### src/rtl/beat_wave_gen_pkg.sv
// Shared constants and the P-QRS-T shape lookup for the synthetic heartbeat generator.
package beat_pkg;

  localparam int          MIN_PERIOD = 16;
  localparam int          R_IDX      = 6;
  localparam logic [3:0]  BASELINE   = 4'd2;
  localparam logic [3:0]  LFSR_SEED  = 4'b1001;

  // One beat's shape, indexed by phase 0..15.
  function automatic logic [3:0] shape_at(input logic [3:0] idx);
    logic [3:0] val;
    case (idx)
      4'd0:    val = 4'd2;
      4'd1:    val = 4'd3;
      4'd2:    val = 4'd4;
      4'd3:    val = 4'd3;
      4'd4:    val = 4'd2;
      4'd5:    val = 4'd1;
      4'd6:    val = 4'd15;
      4'd7:    val = 4'd0;
      4'd8:    val = 4'd2;
      4'd9:    val = 4'd2;
      4'd10:   val = 4'd4;
      4'd11:   val = 4'd5;
      4'd12:   val = 4'd5;
      4'd13:   val = 4'd4;
      4'd14:   val = 4'd2;
      4'd15:   val = 4'd2;
      default: val = BASELINE;
    endcase
    return val;
  endfunction

endpackage

### src/rtl/beat_wave_gen_if.sv
// Control inputs and sample-stream outputs of the heartbeat generator.
interface beat_wave_gen_if #(
  parameter int SAMPLE_W = 4,
  parameter int DIV_W    = 8,
  parameter int PERIOD_W = 8
);
  logic                en;
  logic [DIV_W-1:0]    div;
  logic [PERIOD_W-1:0] period;
  logic [SAMPLE_W-1:0] sample;
  logic                sample_vld;
  logic                beat;
  logic [7:0]          beat_cnt;

  modport master (output en, div, period, input sample, sample_vld, beat, beat_cnt);
  modport slave  (input en, div, period, output sample, sample_vld, beat, beat_cnt);
endinterface

### src/rtl/beat_wave_gen_lfsr.sv
// 4-bit Fibonacci LFSR (x^4+x^3+1) stepping only when adv is high.
module beat_lfsr4
  import beat_pkg::*;
(
  input  logic       clk,
  input  logic       rst,
  input  logic       adv,
  output logic [3:0] q
);

  // LFSR state register, seeded on reset.
  always_ff @(posedge clk or posedge rst) begin
    if (rst) begin
      q <= LFSR_SEED;
    end else if (adv) begin
      q <= {q[2:0], q[3] ^ q[2]};
    end else begin
      q <= q;
    end
  end

endmodule

### src/rtl/beat_wave_gen.sv
// Synthetic ECG sample generator. Define BEAT_JITTER_EN to add 0..3 pseudo-random
// baseline samples to each beat.
module beat_wave_gen
  import beat_pkg::*;
#(
  parameter int SAMPLE_W = 4,
  parameter int DIV_W    = 8,
  parameter int PERIOD_W = 8
) (
  input  logic           clk,
  input  logic           rst,
  beat_wave_gen_if.slave bus
);

  // One extra bit so a jittered period of up to 255+3 still fits.
  localparam int PH_W = PERIOD_W + 1;

  logic [DIV_W-1:0]    presc_r;
  logic [PH_W-1:0]     phase_r;
  logic [PH_W-1:0]     period_q_r;
  logic [PH_W-1:0]     base_period_s;
  logic [PH_W-1:0]     period_next_s;
  logic [SAMPLE_W-1:0] shape_s;
  logic                tick_s;
  logic                wrap_s;
  logic                r_peak_s;
  logic [SAMPLE_W-1:0] sample_r;
  logic                sample_vld_r;
  logic                beat_r;
  logic [7:0]          beat_cnt_r;

`ifdef BEAT_JITTER_EN
  logic [3:0] lfsr_q;

  beat_lfsr4 u_lfsr (
    .clk (clk),
    .rst (rst),
    .adv (tick_s & wrap_s),
    .q   (lfsr_q)
  );
`endif

  // Tick, wrap and next-beat length decode.
  always_comb begin
    tick_s        = 1'b0;
    wrap_s        = 1'b0;
    r_peak_s      = 1'b0;
    base_period_s = PH_W'(MIN_PERIOD);
    period_next_s = PH_W'(MIN_PERIOD);
    shape_s       = SAMPLE_W'(BASELINE);

    if (bus.en && (presc_r >= bus.div)) begin
      tick_s = 1'b1;
    end else begin
      tick_s = 1'b0;
    end

    if (phase_r == (period_q_r - PH_W'(1))) begin
      wrap_s = 1'b1;
    end else begin
      wrap_s = 1'b0;
    end

    if (phase_r == PH_W'(R_IDX)) begin
      r_peak_s = 1'b1;
    end else begin
      r_peak_s = 1'b0;
    end

    if (bus.period < PERIOD_W'(MIN_PERIOD)) begin
      base_period_s = PH_W'(MIN_PERIOD);
    end else begin
      base_period_s = {1'b0, bus.period};
    end

`ifdef BEAT_JITTER_EN
    period_next_s = base_period_s + PH_W'(lfsr_q & 4'b0011);
`else
    period_next_s = base_period_s;
`endif

    // Phases past the shape table are flat baseline.
    if (phase_r < PH_W'(16)) begin
      shape_s = SAMPLE_W'(shape_at(phase_r[3:0]));
    end else begin
      shape_s = SAMPLE_W'(BASELINE);
    end
  end

  // Sample-rate prescaler; div is compared live every cycle.
  always_ff @(posedge clk or posedge rst) begin
    if (rst) begin
      presc_r <= '0;
    end else if (tick_s) begin
      presc_r <= '0;
    end else if (bus.en) begin
      presc_r <= presc_r + DIV_W'(1);
    end else begin
      presc_r <= presc_r;
    end
  end

  // Beat phase and latched beat length; a new period is only adopted at a wrap.
  always_ff @(posedge clk or posedge rst) begin
    if (rst) begin
      phase_r    <= '0;
      period_q_r <= PH_W'(MIN_PERIOD);
    end else if (tick_s && wrap_s) begin
      phase_r    <= '0;
      period_q_r <= period_next_s;
    end else if (tick_s) begin
      phase_r    <= phase_r + PH_W'(1);
      period_q_r <= period_q_r;
    end else begin
      phase_r    <= phase_r;
      period_q_r <= period_q_r;
    end
  end

  // Registered sample stream, strobes and beat counter.
  always_ff @(posedge clk or posedge rst) begin
    if (rst) begin
      sample_r     <= '0;
      sample_vld_r <= 1'b0;
      beat_r       <= 1'b0;
      beat_cnt_r   <= 8'd0;
    end else begin
      sample_vld_r <= tick_s;
      beat_r       <= tick_s & r_peak_s;
      if (tick_s) begin
        sample_r <= shape_s;
      end else begin
        sample_r <= sample_r;
      end
      if (tick_s && r_peak_s) begin
        beat_cnt_r <= beat_cnt_r + 8'd1;
      end else begin
        beat_cnt_r <= beat_cnt_r;
      end
    end
  end

  assign bus.sample     = sample_r;
  assign bus.sample_vld = sample_vld_r;
  assign bus.beat       = beat_r;
  assign bus.beat_cnt   = beat_cnt_r;

endmodule

### src/flat_wrapper.sv
// flat-port wrapper written by rule: the top's interface ports become plain ports
module beat_wave_gen_flat import beat_pkg::*;
#(
  parameter int SAMPLE_W = 4,
  parameter int DIV_W    = 8,
  parameter int PERIOD_W = 8
)
  (clk, rst, bus_en, bus_div, bus_period, bus_sample, bus_sample_vld, bus_beat, bus_beat_cnt);
  beat_wave_gen_if #(.SAMPLE_W(SAMPLE_W), .DIV_W(DIV_W), .PERIOD_W(PERIOD_W)) bus_i ();
  input  logic clk;
  input  logic rst;
  input wire logic [$bits(bus_i.en)-1:0] bus_en;
  input wire logic [$bits(bus_i.div)-1:0] bus_div;
  input wire logic [$bits(bus_i.period)-1:0] bus_period;
  output wire logic [$bits(bus_i.sample)-1:0] bus_sample;
  output wire logic [$bits(bus_i.sample_vld)-1:0] bus_sample_vld;
  output wire logic [$bits(bus_i.beat)-1:0] bus_beat;
  output wire logic [$bits(bus_i.beat_cnt)-1:0] bus_beat_cnt;
  assign bus_i.en = bus_en;
  assign bus_i.div = bus_div;
  assign bus_i.period = bus_period;
  assign bus_sample = bus_i.sample;
  assign bus_sample_vld = bus_i.sample_vld;
  assign bus_beat = bus_i.beat;
  assign bus_beat_cnt = bus_i.beat_cnt;
  beat_wave_gen #(.SAMPLE_W(SAMPLE_W), .DIV_W(DIV_W), .PERIOD_W(PERIOD_W)) u_core (.clk(clk), .rst(rst), .bus(bus_i));
endmodule
### config.mk
export PLATFORM = sky130hd
export DESIGN_NAME = beat_wave_gen_flat
export DESIGN_NICKNAME = d
export VERILOG_FILES = /design/src/rtl/beat_wave_gen_pkg.sv /design/src/rtl/beat_wave_gen_if.sv /design/src/rtl/beat_wave_gen_lfsr.sv /design/src/rtl/beat_wave_gen.sv /design/src/flat_wrapper.sv
export SDC_FILE = /design/constraint.sdc
export NUM_CORES = 1
export LEC_CHECK = 0
export BUFFER_PORTS_ARGS = -buffer_cell sky130_fd_sc_hd__buf_2
export CELL_PAD_IN_SITES_DETAIL_PLACEMENT = 0
export CELL_PAD_IN_SITES_GLOBAL_PLACEMENT = 1
export CORE_ASPECT_RATIO = 0.8
export CORE_MARGIN = 2
export CORE_UTILIZATION = 50
export CTS_BUF_LIST = sky130_fd_sc_hd__clkbuf_8
export CTS_CLUSTER_DIAMETER = 80
export DETAILED_ROUTE_END_ITERATION = 8
export PLACE_DENSITY = 0.9
export SLEW_MARGIN = 20
export SYNTH_ARGS = -nofsm -noshare
export SYNTH_HDL_FRONTEND = slang
export SYNTH_SLANG_ARGS = --single-unit
### constraint.sdc
create_clock -name clk -period 3.65 [get_ports clk]
set_clock_uncertainty 0.15 [all_clocks]
set_input_delay 0.365 -clock clk [delete_from_list [all_inputs] [get_ports clk]]
set_output_delay 0.365 -clock clk [all_outputs]
set_load 0.01 [all_outputs]
==> results of run 1 <==
## metal layers
metal | part of all wire [%] | GRT usage, %
met2 | 45 | 31.7
met4 | 0.87 | 4.92
met1 | 48 | 25.2
met5 | 0 | 0
met3 | 6.2 | 4.47
## cell type report
class	instances	area, sq um
Clock buffer	5	68.8
Clock inverter	3	16.3
Fill cell	427	1910
Inverter	20	75.1
Multi-Input combinational cell	187	1390
Sequential cell	39	977
Tap cell	60	75.1
Timing Repair Buffer	33	168
## synthesized netlist by cell type (all sizes together) (2+ instances only)
master / number / area (sq um)
inv: 20 / 75.1
nand3: 10 / 50.1
nor2b: 5 / 31.3
nor2: 20 / 75.1
clkbuf: 4 / 15.0
xnor2: 12 / 105
mux2i: 6 / 60.1
ha: 16 / 200
nand3b: 2 / 15.0
o21ai: 12 / 60.1
o211ai: 5 / 37.5
mux2: 6 / 78.8
o22ai: 2 / 12.5
buf: 4 / 26.3
xor2: 7 / 61.3
o31ai: 4 / 35.0
nand4: 8 / 50.1
a21o: 2 / 15.0
nor3: 9 / 71.3
nand2: 25 / 93.8
dfrtp: 38 / 951
and3: 4 / 30.0
a21oi: 6 / 30.0
or3: 2 / 12.5
or2: 2 / 12.5
nand2b: 5 / 31.3
o311ai: 2 / 35.0
## logic make-up (layout without fill, tap and decap cells)
family | after synthesis | after routing | synth area share [%]
buffers and inverters | 28 | 61 | 4.69
and+or+nand+nor | 99 | 99 | 21.4
muxes | 13 | 13 | 6.50
xor gates and xnor gates | 19 | 19 | 6.70
adders and majority gates | 16 | 16 | 8.06
AOI/OAI and AO/OA | 40 | 40 | 13.3
DFF | 39 | 39 | 39.4
## metrics by stage
step | hold WS, ns | cell area [sq um] | total power (W) | cells
final | -0.0307 | 2770 | 0.00121 | 347
after global routing | 0.0207 | 2770 | 0.00131 | 347
after CTS | 0.161 | 2770 | 0.00122 | 347
after detailed placement | 0.311 | 2680 | 0.000926 | 339
after global placement | 0.306 | 2680 | 0.000909 | 339
after floorplan | 0.305 | 2480 | 0.000835 | 254
## flip-flops by register name (all words and copies together), names as in the netlist
signal,count
u_core.period_q_r,8
u_core.bus.sample_vld,1
u_core.presc_r,8
u_core.bus.sample,4
u_core.bus.beat_cnt,8
u_core.bus.beat,1
u_core.phase_r,9
## worst max-delay path: stages, from the launching register on
cell and delay (ns):
dfrtp_1 0.40, inv_1 0.08, ha_1 0.26, nand2b_1 0.15, a2111o_1 0.47, a32oi_4 0.48
inv_1 0.33, nand3_1 0.18, xor2_1 0.15, nor2_1 0.06
## power by group through the flow
| stage | clock [W] | combinational (W) | sequential (W) |
|---|---|---|---|
| after CTS | 0.000297 | 0.000344 | 0.000577 |
| after global routing | 0.000319 | 0.000398 | 0.000589 |
| after floorplan | 0 | 0.000291 | 0.000544 |
| after global placement | 0 | 0.000328 | 0.000581 |
| after detailed placement | 0 | 0.000340 | 0.000586 |
| final | 0.000290 | 0.000341 | 0.000578 |
## worst paths after layout
check                                       start                endpoint  slack (ns)  depth (start not counted)
max                             u_core.presc_r[0]       u_core.phase_r[3]        0.80                          9
min                                           rst  u_core.bus.beat_cnt[0]       -0.03                          2
max reg2reg                     u_core.presc_r[0]       u_core.phase_r[3]        0.80                          9
min reg2reg                u_core.bus.beat_cnt[7]  u_core.bus.beat_cnt[7]        0.32                          1
max in group asynchronous                     rst  u_core.bus.beat_cnt[4]        2.82                          3
min in group clk                    bus_period[7]    u_core.period_q_r[7]        0.17                          2
==> impl_metrics.json, run 1 <==
{
  "cts_resized": 0,
  "setup_slack_ns": 0.804,
  "vdd_ir_drop_max_uv": 255,
  "slew_viol_final": 0,
  "place_congestion": 0.760,
  "hold_ws_ns": -0.0307,
  "final_nets": 321,
  "antenna_found_initial": 0,
  "grt_pass1_wl_um": 8020,
  "vias": 1928,
  "clock_sinks": 39,
  "numCtsBuffers": 5,
  "p_sw_share_pct": 36.0,
  "syn_nets": 289,
  "die_y_um": 67.0,
  "cp-end-kind": "flop",
  "clk_latency_ns": 0.30,
  "avgSynthCellArea_sq_um": 9.77,
  "ys_warn_count": 0,
  "clk_path_buf_depth": 2,
  "synth_edf_count": 0,
  "worstPathArrival_ns": 2.85,
  "htree_levels": 2,
  "fin_crit_ns": 2.85,
  "share_seq_of_total_power_pct": 47.8,
  "totalNegativeSetupSlack_ns": 0,
  "post-cts-setup-buffer-count": 0,
  "hold_viol": 26,
  "core_area_sq_um": 4680,
  "rsz0062_at_grt": "false",
  "drt-pass1-iter-count": 4,
  "max_cap_violations": 0,
  "postSynthCellCount": 254,
  "leakage_nw": 1.34,
  "worst-slew-pin-transition_ns": 0.668,
  "p_clk_share_pct": 24.0,
  "timing.fmax_mhz": 351,
  "fp.dieW_um": 82.8,
  "hpwl_um": 3630,
  "grt_max_degree": 29,
  "ant_nets": 0,
  "cp-start-kind": "flop",
  "yosysUniqueCellTypes": 51,
  "p_per_area_nw_per_um2": 437,
  "async_reset_ff_share_pct": 100,
  "synth_seq_area_share_pct": 39.4,
  "post_drt_wl_per_cell_um": 13.6,
  "dr.first_iter.drc_count": 181,
  "drive_gt1_share_pct": 20.9,
  "diodes": 0,
  "syn2layout_area_growth_pct": 11.5,
  "clk_pin_slew_ns": 0.08,
  "totalWireLength_um": 4700,
  "status": "complete, but fails checks",
  "ios": 33,
  "grt_use_total_pct": 19.2,
  "row_count": 22,
  "post-route-drc-count": 0,
  "ctsRootBufferMaster": "clkbuf_8",
  "finish.utilization_pct": 59.2,
  "violations": "negative hold slack",
  "postCtsHoldBufs": 0,
  "cts_tree": "yes",
  "crit_type": "reg2reg",
  "globalRouteOverflowTotal": 0,
  "grt_pass1_vias": 1785,
  "initial_core_util_pct": 53.0,
  "ys_ff_latch": 39,
  "p_int_w": 0.000774,
  "slew_headroom_pct": 55.3,
  "setup_viol": 0,
  "hold_class": "in2async",
  "io_buffers": 32,
  "synth-main-ff-cell": "dfrtp_1",
  "required_ns": 3.66,
  "dp_slack_ns": 0.811,
  "netlist_area_sq_um": 2480,
  "dieArea_sq_um": 5550,
  "cp_max_fo": 16,
  "switching_power_w": 0.000435,
  "fin_crit_sh_pct": 78.0,
  "final_cell_mix": "dfrtp_1, buf_2, nand2_1",
  "routed_via_density": 5.56,
  "layout_commonest_cell": "dfrtp_1",
  "pwr-share-comb_pct": 28.2
}
(Power assumes the default switching activity.)
==> run 2, diff against run 1 <==
Settings changed: CORE_UTILIZATION 50 to 46, PLACE_DENSITY 0.9 to 0.84.
Clock period 3.65 ns to 2.85 ns, I/O delays scaled along.
==> run 2 against run 1 <==
  * Register-to-register slack lost 0.59 ns
  * Clock power grew 28%
  * Power grew 30%
  * Count of clock-buffer cells in the layout is the same
  * Highest routed layer unchanged
  * The flow now finishes without violations
  * Hold slack gained 0.12 ns
  * Critical path depth shrank 3
  * Critical endpoint is now u_core.period_q_r[6]
  * Sequential share of layout area shrank 0.81 points
  * Via count grew 2.1%
  * Cell count grew 2.9%
  * Sequential cell count is the same
  * Die area grew 8.2%
  * Sequential power grew 24%
==> impl_metrics.json, run 2 (synthesis results as in run 1) <==
{
  "status": "complete, no violations",
  "routed_via_density": 5.52,
  "drt-pass1-iter-count": 4,
  "final_cell_mix": "dfrtp_1, buf_2, nand2_1",
  "grt_pass1_wl_um": 8850,
  "globalRouteOverflowTotal": 0,
  "die_y_um": 69.7,
  "diodes": 0,
  "p_per_area_nw_per_um2": 554,
  "clk_latency_ns": 0.30,
  "numCtsBuffers": 5,
  "busiest_layer": "met2",
  "vdd_ir_drop_max_uv": 287,
  "cts_tree": "yes",
  "fillers": 469,
  "grt_pass1_vias": 1954,
  "finish.utilization_pct": 55.6,
  "io_buffers": 32,
  "postCtsHoldBufs": 1,
  "place_congestion": 0.787,
  "post-route-drc-count": 0,
  "grt_use_met3_pct": 4.05,
  "use_met1_pct": 25.8,
  "slew_viol_final": 0,
  "max_cap_violations": 0,
  "drive_gt1_share_pct": 22.4,
  "critPathLaunch": "u_core.period_q_r[2]",
  "worst-slew-pin-transition_ns": 0.632,
  "cts_resized": 0,
  "setup_viol": 0,
  "row_count": 23,
  "r2r_setup_slack_ns": 0.21,
  "critical-path-max-stage-delay_ns": 0.44,
  "initial_core_util_pct": 48.7,
  "cp-start-kind": "flop",
  "r2r-start": "u_core.period_q_r[2]",
  "syn2layout_area_growth_pct": 14.2,
  "fp.dieW_um": 86.1,
  "critPathBufInv": 0,
  "leakage_nw": 1.38,
  "htree_levels": 2,
  "clk_pin_slew_ns": 0.08,
  "dieArea_sq_um": 6000,
  "timing.fmax_mhz": 379,
  "required_ns": 2.88,
  "largest_register_ffs": 9,
  "rsz0062_at_grt": "false",
  "grt_use_total_pct": 18.3,
  "ios": 33,
  "clock_sinks": 39,
  "top_register": "u_core.phase_r",
  "fin_crit_ns": 2.64,
  "crit_chain": "nor3_2 -> and3_4 -> mux2i_1 -> o311ai_4 -> nor3_4 -> mux2_2",
  "post-cts-setup-buffer-count": 0,
  "power_w": 0.00157,
  "totalNegativeSetupSlack_ns": 0,
  "grt_use_met2_pct": 28.2,
  "hold_viol": 0,
  "ant_nets": 0,
  "cp_slowest_cell": "dfrtp_1",
  "totalWireLength_um": 4880,
  "crit_type": "reg2reg",
  "post_drt_wl_per_cell_um": 13.7,
  "fin_crit_sh_pct": 92.6,
  "layout_commonest_cell": "dfrtp_1",
  "slew_headroom_pct": 57.5,
  "hold_start": "bus_period[7]",
  "ctsRootBufferMaster": "clkbuf_8",
  "worstPathArrival_ns": 2.67,
  "dr.first_iter.drc_count": 109,
  "final_nets": 329,
  "antenna_found_initial": 0,
  "clk_path_buf_depth": 2,
  "hold_class": "in2reg",
  "cp-end-kind": "flop",
  "cp_top_family": "simple AND/OR/NAND/NOR gates",
  "hpwl_um": 3710,
  "core_area_sq_um": 5090,
  "vias": 1969,
  "cp_max_fo": 8,
  "grt_max_degree": 25
}
[run 2: cell count changes in the layout (fill, tap and decap cells not counted), sizes merged]
cell,before,now
dlygate4sd3,0,1
buf,33,40
[run 2: metrics by stage]
stage,instance area [sq um],hold WS [ns],std cells,setup WS (ns)
2_1_floorplan,2480,0.225,254,0.500
3_3_place_gp,2740,0.215,348,0.238
3_5_place_dp,2740,0.226,348,0.192
4_1_cts,2830,0.0854,357,0.174
5_1_grt,2830,0.0867,357,0.0357
6_report,2830,0.0889,357,0.212
[run 2: area by class of cell]
cell class / count / area [sq um] / share of cell area [%]
clock buffer: 5 / 68.8 / 2.43
clock inverter: 3 / 16.3 / 0.574
inverter: 20 / 75.1 / 2.65
multi-input combinational: 187 / 1390 / 49.0
sequential: 39 / 977 / 34.5
tap: 62 / 77.6 / 2.74
timing repair buffer: 41 / 230 / 8.12
[run 2: worst paths after layout]
check / endpoint / cells after the start
setup / recovery: u_core.period_q_r[6] / 6
hold / removal: u_core.period_q_r[7] / 2
setup reg to reg: u_core.period_q_r[6] / 6
hold reg to reg: u_core.bus.beat_cnt[7] / 1
max in group asynchronous: u_core.period_q_r[4] / 4
min in group asynchronous: u_core.bus.sample[3] / 3
[run 2: metal layers]
layer  routed length [um]  up-vias
li1                     -      978
met1                 2420      940
met2                 2190       44
met3                  220        7
met4                   51        0
met5                    0        -
[run 2: where the power goes]
group / switching (W) / leakage, nW / total (W) / internal [W]
logic: 0.000264 / 0.835 / 0.000484 / 0.000220
clock network: 0.000203 / 0.0453 / 0.000370 / 0.000168
registers: 0.0000947 / 0.499 / 0.000717 / 0.000622
==> run 3, diff against run 2 <==
Settings changed: RECOVER_POWER set to 50.
==> run 3 against run 2 <==
  * Hold slack barely moved
  * Combinational power about the same
  * Register-to-register slack hardly changed
  * First-iteration DRC count unchanged
  * Die area unchanged
  * Clock power hardly changed
  * Routed wire length up 0.31%
  * Count of clock-buffer cells in the layout unchanged
  * Critical endpoint unchanged
  * Largest cell class unchanged
==> impl_metrics.json, run 3 (synthesis results as in run 1) <==
{
  "drive_gt1_share_pct": 17.6,
  "cp_max_fo": 8,
  "final_cell_mix": "dfrtp_1, nand2_1, inv_1",
  "clock_sinks": 39,
  "fin_crit_sh_pct": 92.6,
  "grt_max_degree": 25,
  "cp_slowest_cell": "dfrtp_1",
  "top_register": "u_core.phase_r",
  "slew_headroom_pct": 57.5,
  "fp.dieW_um": 86.1,
  "post-cts-setup-buffer-count": 0,
  "dpl.cell_count": 348,
  "cp_top_family": "simple AND/OR/NAND/NOR gates",
  "place_congestion": 0.787,
  "worst-slew-pin-transition_ns": 0.632,
  "globalRouteOverflowTotal": 0,
  "die_y_um": 69.7,
  "layout_commonest_cell": "dfrtp_1",
  "hpwl_um": 3710,
  "totalWireLength_um": 4890,
  "leakage_nw": 1.32,
  "dr.first_iter.drc_count": 109,
  "cts_resized": 0,
  "ant_nets": 0,
  "worstPathArrival_ns": 2.67,
  "ctsRootBufferMaster": "clkbuf_8",
  "critPathBufInv": 0,
  "hold_class": "in2reg",
  "io_buffers": 32,
  "rsz0062_at_grt": "false",
  "largest_register_ffs": 9,
  "r2r_setup_slack_ns": 0.21,
  "grt_pass1_vias": 1954,
  "critical-path-max-stage-delay_ns": 0.44,
  "diodes": 0,
  "final_cells": 357,
  "setup_viol": 0,
  "fin_crit_ns": 2.64,
  "ff2ff_path_depth": 6,
  "final_nets": 329,
  "max_cap_violations": 0,
  "timing.fmax_mhz": 379,
  "vdd_ir_drop_max_uv": 287,
  "grt_use_total_pct": 18.3,
  "hold-path-cell-count": 2,
  "row_count": 23,
  "dp_slack_ns": 0.192,
  "postCtsHoldBufs": 1,
  "dieArea_sq_um": 6000,
  "crit_chain": "nor3_2 -> and3_4 -> mux2i_1 -> o311ai_4 -> nor3_4 -> mux2_2",
  "vias": 1968,
  "clk_latency_ns": 0.30,
  "antenna_found_initial": 0,
  "status": "complete, no violations",
  "hold_ws_ns": 0.0889,
  "cts_tree": "yes",
  "clk_pin_slew_ns": 0.08,
  "required_ns": 2.88,
  "cp-start-kind": "flop",
  "hold_viol": 0,
  "totalNegativeSetupSlack_ns": 0,
  "initial_core_util_pct": 48.7,
  "cp-end-kind": "flop",
  "post_drt_wl_per_cell_um": 13.7,
  "clk_path_buf_depth": 2,
  "crit_type": "reg2reg",
  "numCtsBuffers": 5,
  "drt-pass1-iter-count": 4,
  "core_area_sq_um": 5090,
  "routed_via_density": 5.51,
  "post-route-drc-count": 0,
  "crit_cells": 6,
  "htree_levels": 2,
  "ios": 33,
  "p_per_area_nw_per_um2": 557,
  "grt_pass1_wl_um": 8850,
  "setup_slack_ns": 0.212,
  "syn2layout_area_growth_pct": 13.4,
  "slew_viol_final": 0
}
## run 3: cell count changes in the layout (fill, tap and decap cells not counted)
cell      previous run  this run
buf_2               32        18
buf_4                8         7
clkbuf_1             0        14
clkbuf_2             0         1
## run 3: final cells by class
type                       instances  area (sq um)
sequential                        39           977
fill                             481          2280
clock inverter                     3          16.3
timing repair buffer              41           210
inverter                          20          75.1
clock buffer                       5          68.8
multi-input combinational        187          1390
tap                               62          77.6
## run 3: where the power goes
part           internal (W)  switching, W
clock network      0.000168      0.000202
logic              0.000217      0.000264
registers          0.000622     0.0000948
total               0.00101      0.000561
## run 3: worst reg2reg max path, delay by kind of cell (launching register included)
kind	cells	cell delay, ns
flip-flops	1	0.44
AO/OA/AOI/OAI	1	0.19
multiplexers	2	0.73
AND/OR/NAND/NOR	3	1.02
## run 3: routing by layer
metal	wire length, um	GRT usage, %	part of all wire [%]	vias up
li1	-	-	-	978
met1	2410	25.8	49	939
met2	2190	28.2	45	44
met3	242	4.05	4.9	7
met4	51	5.29	1.0	0
met5	0	0	0	-
## run 3: final timing paths
kind / from / to
hold reg to reg: u_core.bus.beat_cnt[7] / u_core.bus.beat_cnt[7]
setup / recovery: u_core.period_q_r[2] / u_core.period_q_r[6]
min in group asynchronous: rst / u_core.bus.sample[3]
setup reg to reg: u_core.period_q_r[2] / u_core.period_q_r[6]
hold / removal: bus_period[7] / u_core.period_q_r[7]
max in group asynchronous: rst / u_core.period_q_r[7]
## run 3: stage by stage
stage | cell area (sq um) | power, W | utilization (%)
4_1_cts | 2830 | 0.00158 | 55.6
6_report | 2810 | 0.00157 | 55.2
5_1_grt | 2810 | 0.00169 | 55.2
3_3_place_gp | 2740 | 0.00119 | 53.8
3_5_place_dp | 2740 | 0.00120 | 53.8
2_1_floorplan | 2480 | 0.00107 | -
